===== config.mk =====
export PLATFORM = sky130hd
export DESIGN_NAME = scrambler_codec
export DESIGN_NICKNAME = d
export VERILOG_FILES = /design/src/rtl/scrambler_codec.sv
export SDC_FILE = /design/constraint.sdc
export NUM_CORES = 1
export LEC_CHECK = 0
export CORE_UTILIZATION = 40
export CTS_BUF_LIST = sky130_fd_sc_hd__clkbuf_4 sky130_fd_sc_hd__clkbuf_8
export DETAILED_ROUTE_END_ITERATION = 10
export PLACE_DENSITY = 0.67
export SYNTH_ARGS = -nofsm -noshare
export SYNTH_HDL_FRONTEND = slang
export SYNTH_SLANG_ARGS = --single-unit

===== constraint.sdc =====
create_clock -name clk -period 2.4 [get_ports clk]
set_input_delay 0.48 -clock clk [delete_from_list [all_inputs] [get_ports clk]]
set_output_delay 0.48 -clock clk [all_outputs]
set_load 0.01 [all_outputs]

===== src/rtl/scrambler_codec.sv =====
// Bit-serial self-synchronizing scrambler/descrambler, polynomial x^7+x^4+1.
// MODE=0 scrambles (TX). MODE=1 descrambles (RX).
// A burst of `length` bits starts when request is seen in IDLE.
// dataOut/ready are registered and lag the sampled dataIn by one cycle.
module scrambler_codec #(
    parameter int unsigned MODE  = 0,
    parameter logic [6:0]  SEED  = 7'h7F,
    parameter int unsigned LEN_W = 12
) (
    input  logic             clk,
    input  logic             reset,
    input  logic             dataIn,
    input  logic [LEN_W-1:0] length,
    input  logic             request,
    output logic             dataOut,
    output logic             ready
);

    typedef enum logic [1:0] {
        IDLE = 2'd0,
        BUSY = 2'd1,
        DONE = 2'd2
    } state_t;

    localparam logic             IS_RX   = (MODE != 0);
    localparam logic [LEN_W-1:0] LEN_ONE = LEN_W'(1);

    state_t           state_q, state_d;
    logic [6:0]       lfsr_q, lfsr_d;
    logic [LEN_W-1:0] count_q, count_d;
    logic             data_out_q, data_out_d;
    logic             ready_q, ready_d;

    // The first bit of a burst is processed in IDLE, on the same edge that
    // reloads the register, so it must use SEED rather than the stale lfsr_q.
    logic [6:0] lfsr_cur;
    logic       out_bit;
    logic       shift_bit;

    assign lfsr_cur = (state_q == IDLE) ? SEED : lfsr_q;
    assign out_bit  = dataIn ^ lfsr_cur[6] ^ lfsr_cur[3];

    // Both ends shift the scrambled bit: TX shifts what it sends, RX what it
    // receives. This keeps the two registers in lockstep.
    assign shift_bit = IS_RX ? dataIn : out_bit;

    // Next-state, LFSR update, counter and registered-output values.
    always_comb begin
        // NOTE: every signal gets a default first so no path leaves it unassigned (no latch).
        state_d    = state_q;
        lfsr_d     = lfsr_q;
        count_d    = count_q;
        data_out_d = 1'b0;
        ready_d    = 1'b0;

        unique case (state_q)
            IDLE: begin
                if (request) begin
                    if (length != '0) begin
                        data_out_d = out_bit;
                        ready_d    = 1'b1;
                        lfsr_d     = {lfsr_cur[5:0], shift_bit};
                        count_d    = length - LEN_ONE;
                        state_d    = (length > LEN_ONE) ? BUSY : DONE;
                    end else begin
                        state_d = DONE;
                    end
                end
            end

            BUSY: begin
                data_out_d = out_bit;
                ready_d    = 1'b1;
                lfsr_d     = {lfsr_cur[5:0], shift_bit};
                count_d    = count_q - LEN_ONE;
                if (count_q == LEN_ONE) begin
                    state_d = DONE;
                end
            end

            DONE: begin
                // Only a falling request rearms the FSM, so a held request
                // cannot start a second burst.
                if (!request) begin
                    state_d = IDLE;
                end
            end

            default: begin
                state_d = IDLE;
            end
        endcase
    end

    // State and output registers with asynchronous active-low reset.
    always_ff @(posedge clk or negedge reset) begin
        if (!reset) begin
            state_q    <= IDLE;
            lfsr_q     <= SEED;
            count_q    <= '0;
            data_out_q <= 1'b0;
            ready_q    <= 1'b0;
        end else begin
            // NOTE: non-blocking assignments so every flop samples pre-edge values.
            state_q    <= state_d;
            lfsr_q     <= lfsr_d;
            count_q    <= count_d;
            data_out_q <= data_out_d;
            ready_q    <= ready_d;
        end
    end

    assign dataOut = data_out_q;
    assign ready   = ready_q;

endmodule


Word-level counts from Yosys, hierarchy flattened
Index checks and enable logic that the tools add are counted.

Output and inout bits: 2. Bits of input ports: 16. Logic and storage cells: 41. Register bits: 23.

Bitwise operators: 2. Muxes and demuxes: 19. Equal/unequal tests: 7. $add $sub $neg: 2. $lt $le $gt $ge: 1. Reductions and logical operators: 5.

Operator list (number): two-way mux 12 bit (2); case mux 12 bit (2 select lines) (1); subtractor 12 x 1 -> 12 bit (second input constant) (2); two-way mux 7 bit (3); case mux 7 bit (2 select lines) (1); equality test 12 x 1 -> 1 bit (second input constant) (1); greater-than comparator 12 x 1 -> 1 bit (second input constant) (1); nonzero test 12 bit (1); two-way mux 2 bit (5); != test 2 bit (second input constant) (3); case mux 2 bit (3 select lines) (1); AND reduction 3 bit (2); two-way mux 1 bit (4); case mux 1 bit (2 select lines) (2); equality test 2 x 1 -> 1 bit (second input constant) (1); equality test 2 bit (second input constant) (1); logical NOT 2 bit (1); != test 2 x 1 -> 1 bit (second input constant) (1); nonzero test 2 bit (1); bitwise XOR 1 bit (2).

Longest topological paths before layout
Depth after elaboration: 7. Gate-level depth with buffers: 8. Gate-level depth less buffers: 7.

Worst setup path after synthesis
No wires, ideal clock.

Path type: input to register. From: input port length[6]. To: register count_q[11]. Setup time: 0.087 ns. Slack: 0.311 ns. Data required time: 2.313 ns. Path buffers: 1. Data arrival time: 2.002 ns. Stages: 5. Cells stage by stage: or4_1 -> buf_2 -> or4_1 -> a31o_1 -> a211oi_2.

Cells in the longest elaborated chain, start to end: 4. Elaborated cells on any way between the ends: 7. Classes of those cells: add/sub: 1; eq/ne: 1; mux: 3; reduce/logical: 2.

Ends and longest elaborated chain: from (decl) (RTL line 13) `input logic [LEN_W-1:0] length,`; subtractor 12 x 1 -> 12 bit (RTL line 63) `count_d = length - LEN_ONE;`; two-way mux 12 bit (RTL line 59) `if (length != '0) begin`; two-way mux 12 bit (RTL line 58) `if (request) begin`; case mux 12 bit (2 select lines) (RTL line 56) `unique case (state_q)`; to (signal assigned) (RTL line 107) `count_q <= count_d;`; to (decl) (RTL line 30) `logic [LEN_W-1:0] count_q, count_d;`.

Parallel ways exist; a longest one is shown, timed or not. The select of a mux whose other input is x is not followed. A chain may end at the register's enable or synchronous reset.

Worst setup path after layout
Same ends and word-level chain as after synthesis.

==> results.rst <==
.. list-table::
   :header-rows: 1

   * - Metric
     - Value
   * - Number of ports placed on the die boundary
     - 18
   * - Root Buffer Master
     - clkbuf_8
   * - Proportion of synthesized chip area in sequential cells
     - 0.359
   * - Overflow left after global routing
     - 0
   * - Peak fanout along the critical path
     - 6
   * - Max-slew violation total from the final report
     - 0
   * - Fraction of the cycle the final worst path needs
     - 0.954
   * - CTS tree
     - built
   * - Hold wc startpoint
     - lfsr_q[5]$_DFFE_PN1P_
   * - Number of enable-type register cells in the synthesized netlist
     - 0
   * - RSZ-0062 raised after global routing
     - no
   * - Result of the run
     - finished clean
   * - Leak pwr
     - between 0.7 and 0.8 nW
   * - Number of global-route vias before repair
     - 1,580
   * - Number of vias in the routed layout
     - ~1.7k
   * - Inserted Clock Buffers
     - 3
   * - Buffer count from post-CTS setup fixing
     - 0
   * - Clock-pin slew of the registers on the worst-case setup and hold paths
     - approximately 0.090 ns
   * - Hold Crit Class
     - register to register
   * - Post-DR vias/cell
     - 6.28
   * - Post-Syn Instances
     - ~180
   * - Share of synthesized registers carrying an async set or reset
     - 1.00
   * - Die span in x
     - approximately 66 um
   * - Initial antenna violation count
     - 0
   * - Stage delay of the slowest cell on the critical path
     - 0.64 ns
   * - Final wirelength
     - around 4.4 mm
   * - Syn nets
     - roughly 210
   * - Required @ worst endpoint
     - roughly 2.6 ns
   * - Total design power
     - ~1.7 mW
   * - Proportion of layout cells with a drive suffix above 1
     - 0.181
   * - Number of DRC violations after detailed-routing iteration 0
     - 190
   * - Final antenna diode count
     - 0
   * - Kind of critical path
     - input pin to register
   * - Wirelength per Cell
     - approximately 17 um
   * - Area of the die
     - around 4300 sq um
   * - Hold WS
     - slightly above 0.5 ns
   * - Number of resized instances in the post-cts repair step
     - 0
   * - Standard cell area after detailed placement
     - about 2000 sq um
   * - Worst-Margin Slew
     - ~0.54 ns
   * - Highest-count cells in the layout ignoring fill and taps
     - 20 x buf_4, 17 x clkdlybuf4s50_1, 16 x dfrtp_1, 13 x nor2_1, 13 x o21ai_0
   * - Endpoints failing hold
     - 0
   * - Maximum frequency from static timing analysis
     - between 0.4 and 0.5 GHz
   * - Cell type of the slowest stage on the worst timing path
     - or4_1
   * - Worst R2R Start
     - count_q[0]$_DFFE_PN0P_
   * - Clock Latency Late Sink
     - 0.27 ns
   * - Number of max-cap violations
     - 0
   * - Total routing resource utilization after global routing
     - 0.225
   * - Worst Setup End Kind
     - register
   * - Total number of clock tree sinks
     - 23
   * - First-pass detailed-route iteration total
     - 5
   * - Peak VDD IR
     - roughly 0.53 mV
   * - Routability Congestion
     - 0.940
   * - Count of cell types in the netlist
     - 48
   * - Beginning of the critical path
     - length[6]
   * - Number of warnings printed during yosys synthesis
     - 0
   * - Max-slew headroom at the worst pin
     - 0.638
   * - Port buffer count
     - 17
   * - Total setup violations reported at the end of the flow
     - 0
   * - Crit path top cell by count
     - or4_1
   * - Routed Antenna Nets
     - 0
   * - Clock Skews
     - between 0.01 and 0.015 ns
   * - Core area
     - about 3800 sq um
   * - Flip-flop cell with the highest count after synthesis
     - dfrtp_1
   * - Number of standard-cell rows in the floorplan
     - 22
   * - Fin area
     - between 2000 and 2500 sq um
   * - Most common cell after layout, fill and taps aside
     - buf_4
   * - Startpoint types
     - input pin
   * - Area of the mapped netlist
     - 1630 sq um
   * - Post-synthesis sequential element count
     - 23
   * - Data arrival time of the critical path
     - 2.48 ns
   * - Layout net count
     - 237
   * - Mean Syn Cell Area
     - 8.85 sq um
   * - Power Density
     - about 850 nW/um^2
   * - Buffer levels on the longest clock path
     - 2
   * - Setup_tns
     - 0 ns
   * - H-Tree Level Count
     - 1
   * - DRC viols
     - 0
   * - Post-layout minimum cycle time
     - 2.29 ns
   * - Hold Buf Count CTS
     - 0
   * - Vertical die dimension
     - 65.8 um
   * - Global-route wire length before repair
     - 7.39 mm
   * - Area Growth Syn to Fin
     - 24.3%
   * - Maximum number of pins on one net before global-route repair
     - 24
   * - Ordered list of cells on the worst path
     - clkdlybuf4s50_1, or4_1, or4_1, a31o_1, a211oi_2
   * - Starting density of the core
     - 0.432
   * - Post-DP HPWL
     - roughly 3.3 mm
sequential cells by signal (all words and copies together), names as in the netlist:
name and flops:
count_q 12, lfsr_q 7, state_q 2, dataOut 1, ready 1
cell type report:
class                      count  area, sq um
clock buffer                   3         41.3
clock inverter                 1         5.00
fill                         325         1750
inverter                      10         37.5
multi-input combinational    141          975
sequential                    23          584
tap                           48         60.1
timing repair buffer          37          320
logic make-up after synthesis:
family          after synthesis  share of synthesized area
simple gates                 76                      0.267
compound gates               54                      0.254
flops                        23                      0.359
buf+inv                      20                     0.0469
fa+ha+maj                     5                     0.0384
xor+xnor                      4                     0.0215
mux                           2                     0.0123
final timing paths:
check | cells after the start | slack (ns) | end
min in group asynchronous | 2 | 0.55 | count_q[9]$_DFFE_PN0P_
max | 5 | 0.11 | count_q[11]$_DFFE_PN0P_
min reg2reg | 1 | 0.52 | lfsr_q[5]$_DFFE_PN1P_
min | 1 | 0.52 | lfsr_q[5]$_DFFE_PN1P_
max in group asynchronous | 2 | 1.56 | lfsr_q[4]$_DFFE_PN1P_
max reg2reg | 6 | 0.41 | count_q[8]$_DFFE_PN0P_
metrics by stage:
stage,std cells,util,worst slack (ns)
floorplan,184,-,0.311
global placement,259,0.522,-0.223
detailed placement,259,0.522,-0.200
CTS,263,0.535,0.0757
global route,263,0.536,0.0693
finish,263,0.536,0.112
metal layers:
layer,vias up,GRT usage,share of wire,wire length (um)
li1,780,-,-,-
met1,778,0.316,0.44,1930
met2,83,0.346,0.46,2010
met3,11,0.0552,0.089,395
met4,0,0.0516,0.018,81
met5,-,0,0,0
cells in the mapped netlist, types with 2 or more instances:
| cell type | number | area share |
|---|---|---|
| a211oi_1 | 3 | 0.014 |
| a21oi_1 | 3 | 0.0092 |
| a22o_1 | 2 | 0.011 |
| a31oi_1 | 2 | 0.0077 |
| a32o_1 | 2 | 0.012 |
| a32oi_1 | 2 | 0.011 |
| a41oi_1 | 2 | 0.011 |
| clkbuf_1 | 9 | 0.021 |
| dfrtp_1 | 16 | 0.25 |
| dfstp_2 | 7 | 0.11 |
| ha_1 | 5 | 0.038 |
| inv_1 | 9 | 0.021 |
| mux2i_1 | 2 | 0.012 |
| nand2_1 | 5 | 0.012 |
| nand2b_1 | 4 | 0.015 |
| nand3_1 | 7 | 0.022 |
| nand4_1 | 2 | 0.0077 |
| nor2_1 | 13 | 0.030 |
| nor2b_1 | 4 | 0.015 |
| nor3_1 | 9 | 0.028 |
| nor4_1 | 6 | 0.023 |
| o211ai_1 | 2 | 0.0092 |
| o21ai_0 | 13 | 0.040 |
| o31ai_1 | 5 | 0.023 |
| o32a_1 | 6 | 0.037 |
| o41ai_1 | 3 | 0.016 |
| or2_2 | 4 | 0.015 |
| or3_1 | 7 | 0.027 |
| or4_1 | 8 | 0.037 |
| or4b_1 | 2 | 0.012 |
| xnor2_1 | 3 | 0.016 |
power breakdown:
part	switching [mW]	leakage, nW	internal, mW
Sequential	0.189	0.255	0.606
Combinational	0.331	0.503	0.350
Clock	0.126	0.0255	0.116
critical path, delay by kind of cell:
| family | cells | cell delay, ns |
|---|---|---|
| simple gates | 2 | 1.14 |
| compound gates | 2 | 0.43 |
| buf+inv | 1 | 0.42 |
(Power assumes the default switching activity.)
==> RTL change (config.mk and constraints unchanged) <==
Change the parameter `MODE` from 0 to 1. Comments in the files are not updated.
--- a/src/rtl/scrambler_codec.sv
+++ b/src/rtl/scrambler_codec.sv
@@ -3,7 +3,7 @@
 // A burst of `length` bits starts when request is seen in IDLE.
 // dataOut/ready are registered and lag the sampled dataIn by one cycle.
 module scrambler_codec #(
-    parameter int unsigned MODE  = 0,
+    parameter int unsigned MODE  = 1,
     parameter logic [6:0]  SEED  = 7'h7F,
     parameter int unsigned LEN_W = 12
 ) (
Behaviour: not the same (Yosys sat finds a counterexample within 10 cycles, from zero or initial values and one cycle with reset low).
==> RTL change against the unedited design <==
  * Register-to-register slack lost 0.05 ns
  * Maximum frequency is 3.0% higher
  * Cell area rose by 1.2%
  * Highest routed layer unchanged
  * Critical endpoint is now count_q[5]$_DFFE_PN0P_
  * Critical path type unchanged
  * Wire length down 0.11%
  * Area after synthesis hardly changed
  * Power down 7.7%
  * Setup slack improved by 0.066 ns
  * Global-route usage up 0.77 points
  * Critical path depth up 1
  * Sequential cell count unchanged
  * Hold slack about the same
==> RTL change: results (changes against the unedited design) <==
[run_status]
outcome = completed

[detailed_routing]
drt_iter0_drc = 163  ; -14%
vias_per_cell = 6.15  ; -2.0%
avgRoutedWirePerCell_um = 16.6  ; -1.2%
dr.pass1.iters = 4  ; -1

[placed_design]
place_area_um2 = 2000  ; +1.6%
place_congestion = 0.905  ; -3.8%
dp_hpwl_um = 3430  ; +4.8%

[power]
ir_worst_vdd_v = 0.000488  ; -8.6%
p_leak_nw = 0.804  ; +2.6%

[critical_path]
crit_path_start = length[7]
max_stage_delay_ns = 0.55  ; -0.09 ns
cp-endpoint = count_q[5]$_DFFE_PN0P_

[synth]
muxShareOfSynthArea_pct = 1.92  ; +0.69 points
synthArstFlopShare_pct = 100  ; unchanged
synthAdderAreaFrac_pct = 3.84  ; about the same
synth_compound_area_share_pct = 24.8  ; -0.63 points
synth.area.top_cells = dfrtp_1 25%, dfstp_2 11%, ha_1 3.8%, o32a_1 3.7%, or4_1 3.7%
synth-xor-area-share_pct = 2.15  ; about the same
synth.lib_cells_used.distinct = 49  ; +2.1%
ys_seq_area_share_pct = 35.9  ; about the same
syn-num-nets = 204  ; -0.49%

[cells_and_area]
nFillCells = 358  ; +10%
nNetsFinal = 240  ; +1.3%
drive_above_1_share_pct = 19.7  ; +1.6 points

[global_route]
grt_usage_pct = 23.3  ; +0.77 points
grt_pass1_vias = 1635  ; +3.5%

[cts]
postCtsSetupBuffers = 0  ; unchanged
root_buffer = clkbuf_8

[timing]
fin_skew_ns = 0.00876  ; -0.00171 ns
tightest_slew_ns = 0.571  ; +0.0277 ns

==> RTL change: worst min-delay path by stage <==
stage | from | end | slack [ns] | depth (start not counted)
floorplan | reset | count_q[0]$_DFFE_PN0P_ | 0.18 | 0
global route | lfsr_q[6]$_DFFE_PN1P_ | lfsr_q[6]$_DFFE_PN1P_ | 0.53 | 1
detailed placement | lfsr_q[6]$_DFFE_PN1P_ | lfsr_q[6]$_DFFE_PN1P_ | 0.51 | 1
global placement | lfsr_q[5]$_DFFE_PN1P_ | lfsr_q[5]$_DFFE_PN1P_ | 0.50 | 1
CTS | lfsr_q[6]$_DFFE_PN1P_ | lfsr_q[6]$_DFFE_PN1P_ | 0.52 | 1
finish | lfsr_q[6]$_DFFE_PN1P_ | lfsr_q[6]$_DFFE_PN1P_ | 0.52 | 1
==> RTL change: final cells by class <==
cell class                 instances  area, um2  area share [%]
inverter                          10       37.5            1.83
clock buffer                       3       41.3            2.02
multi-input combinational        140        968            47.3
sequential                        23        584            28.5
tap                               48       60.1            2.93
clock inverter                     1       5.00           0.244
timing repair buffer              41        350            17.1
==> RTL change: logic make-up after synthesis <==
family          after synthesis
simple gates                 76
xor+xnor                      4
flops                        23
fa+ha+maj                     5
compound gates               52
mux                           3
buf+inv                      20
==> RTL change: stage by stage <==
stage / utilization (%) / std cells / setup WS, ns / power (mW)
final: 54.3 / 266 / 0.178 / 1.59
after CTS: 54.3 / 266 / 0.185 / 1.59
after floorplan: - / 183 / 0.311 / 1.12
after global routing: 54.3 / 266 / 0.0960 / 1.71
after global placement: 53.1 / 262 / -0.0762 / 1.32
after detailed placement: 53.1 / 262 / -0.0927 / 1.35
==> RTL change: layer usage <==
layer | up-vias | part of all wire, % | track usage, %
met4 | 0 | 1.6 | 6.52
met1 | 782 | 45 | 32.4
met2 | 58 | 48 | 36.9
met3 | 8 | 5.3 | 4.14
li1 | 789 | - | -
met5 | - | 0 | 0
==> RTL change: critical path, delay by kind of cell <==
kind	cells	cell delay [ns]
buf+inv	2	0.58
compound gates	2	0.66
simple gates	2	0.67
==> RTL change: power by group <==
part           total [mW]  switching [mW]  internal (mW)
logic               0.627           0.309          0.318
registers           0.719           0.170          0.550
clock network       0.239           0.123          0.116
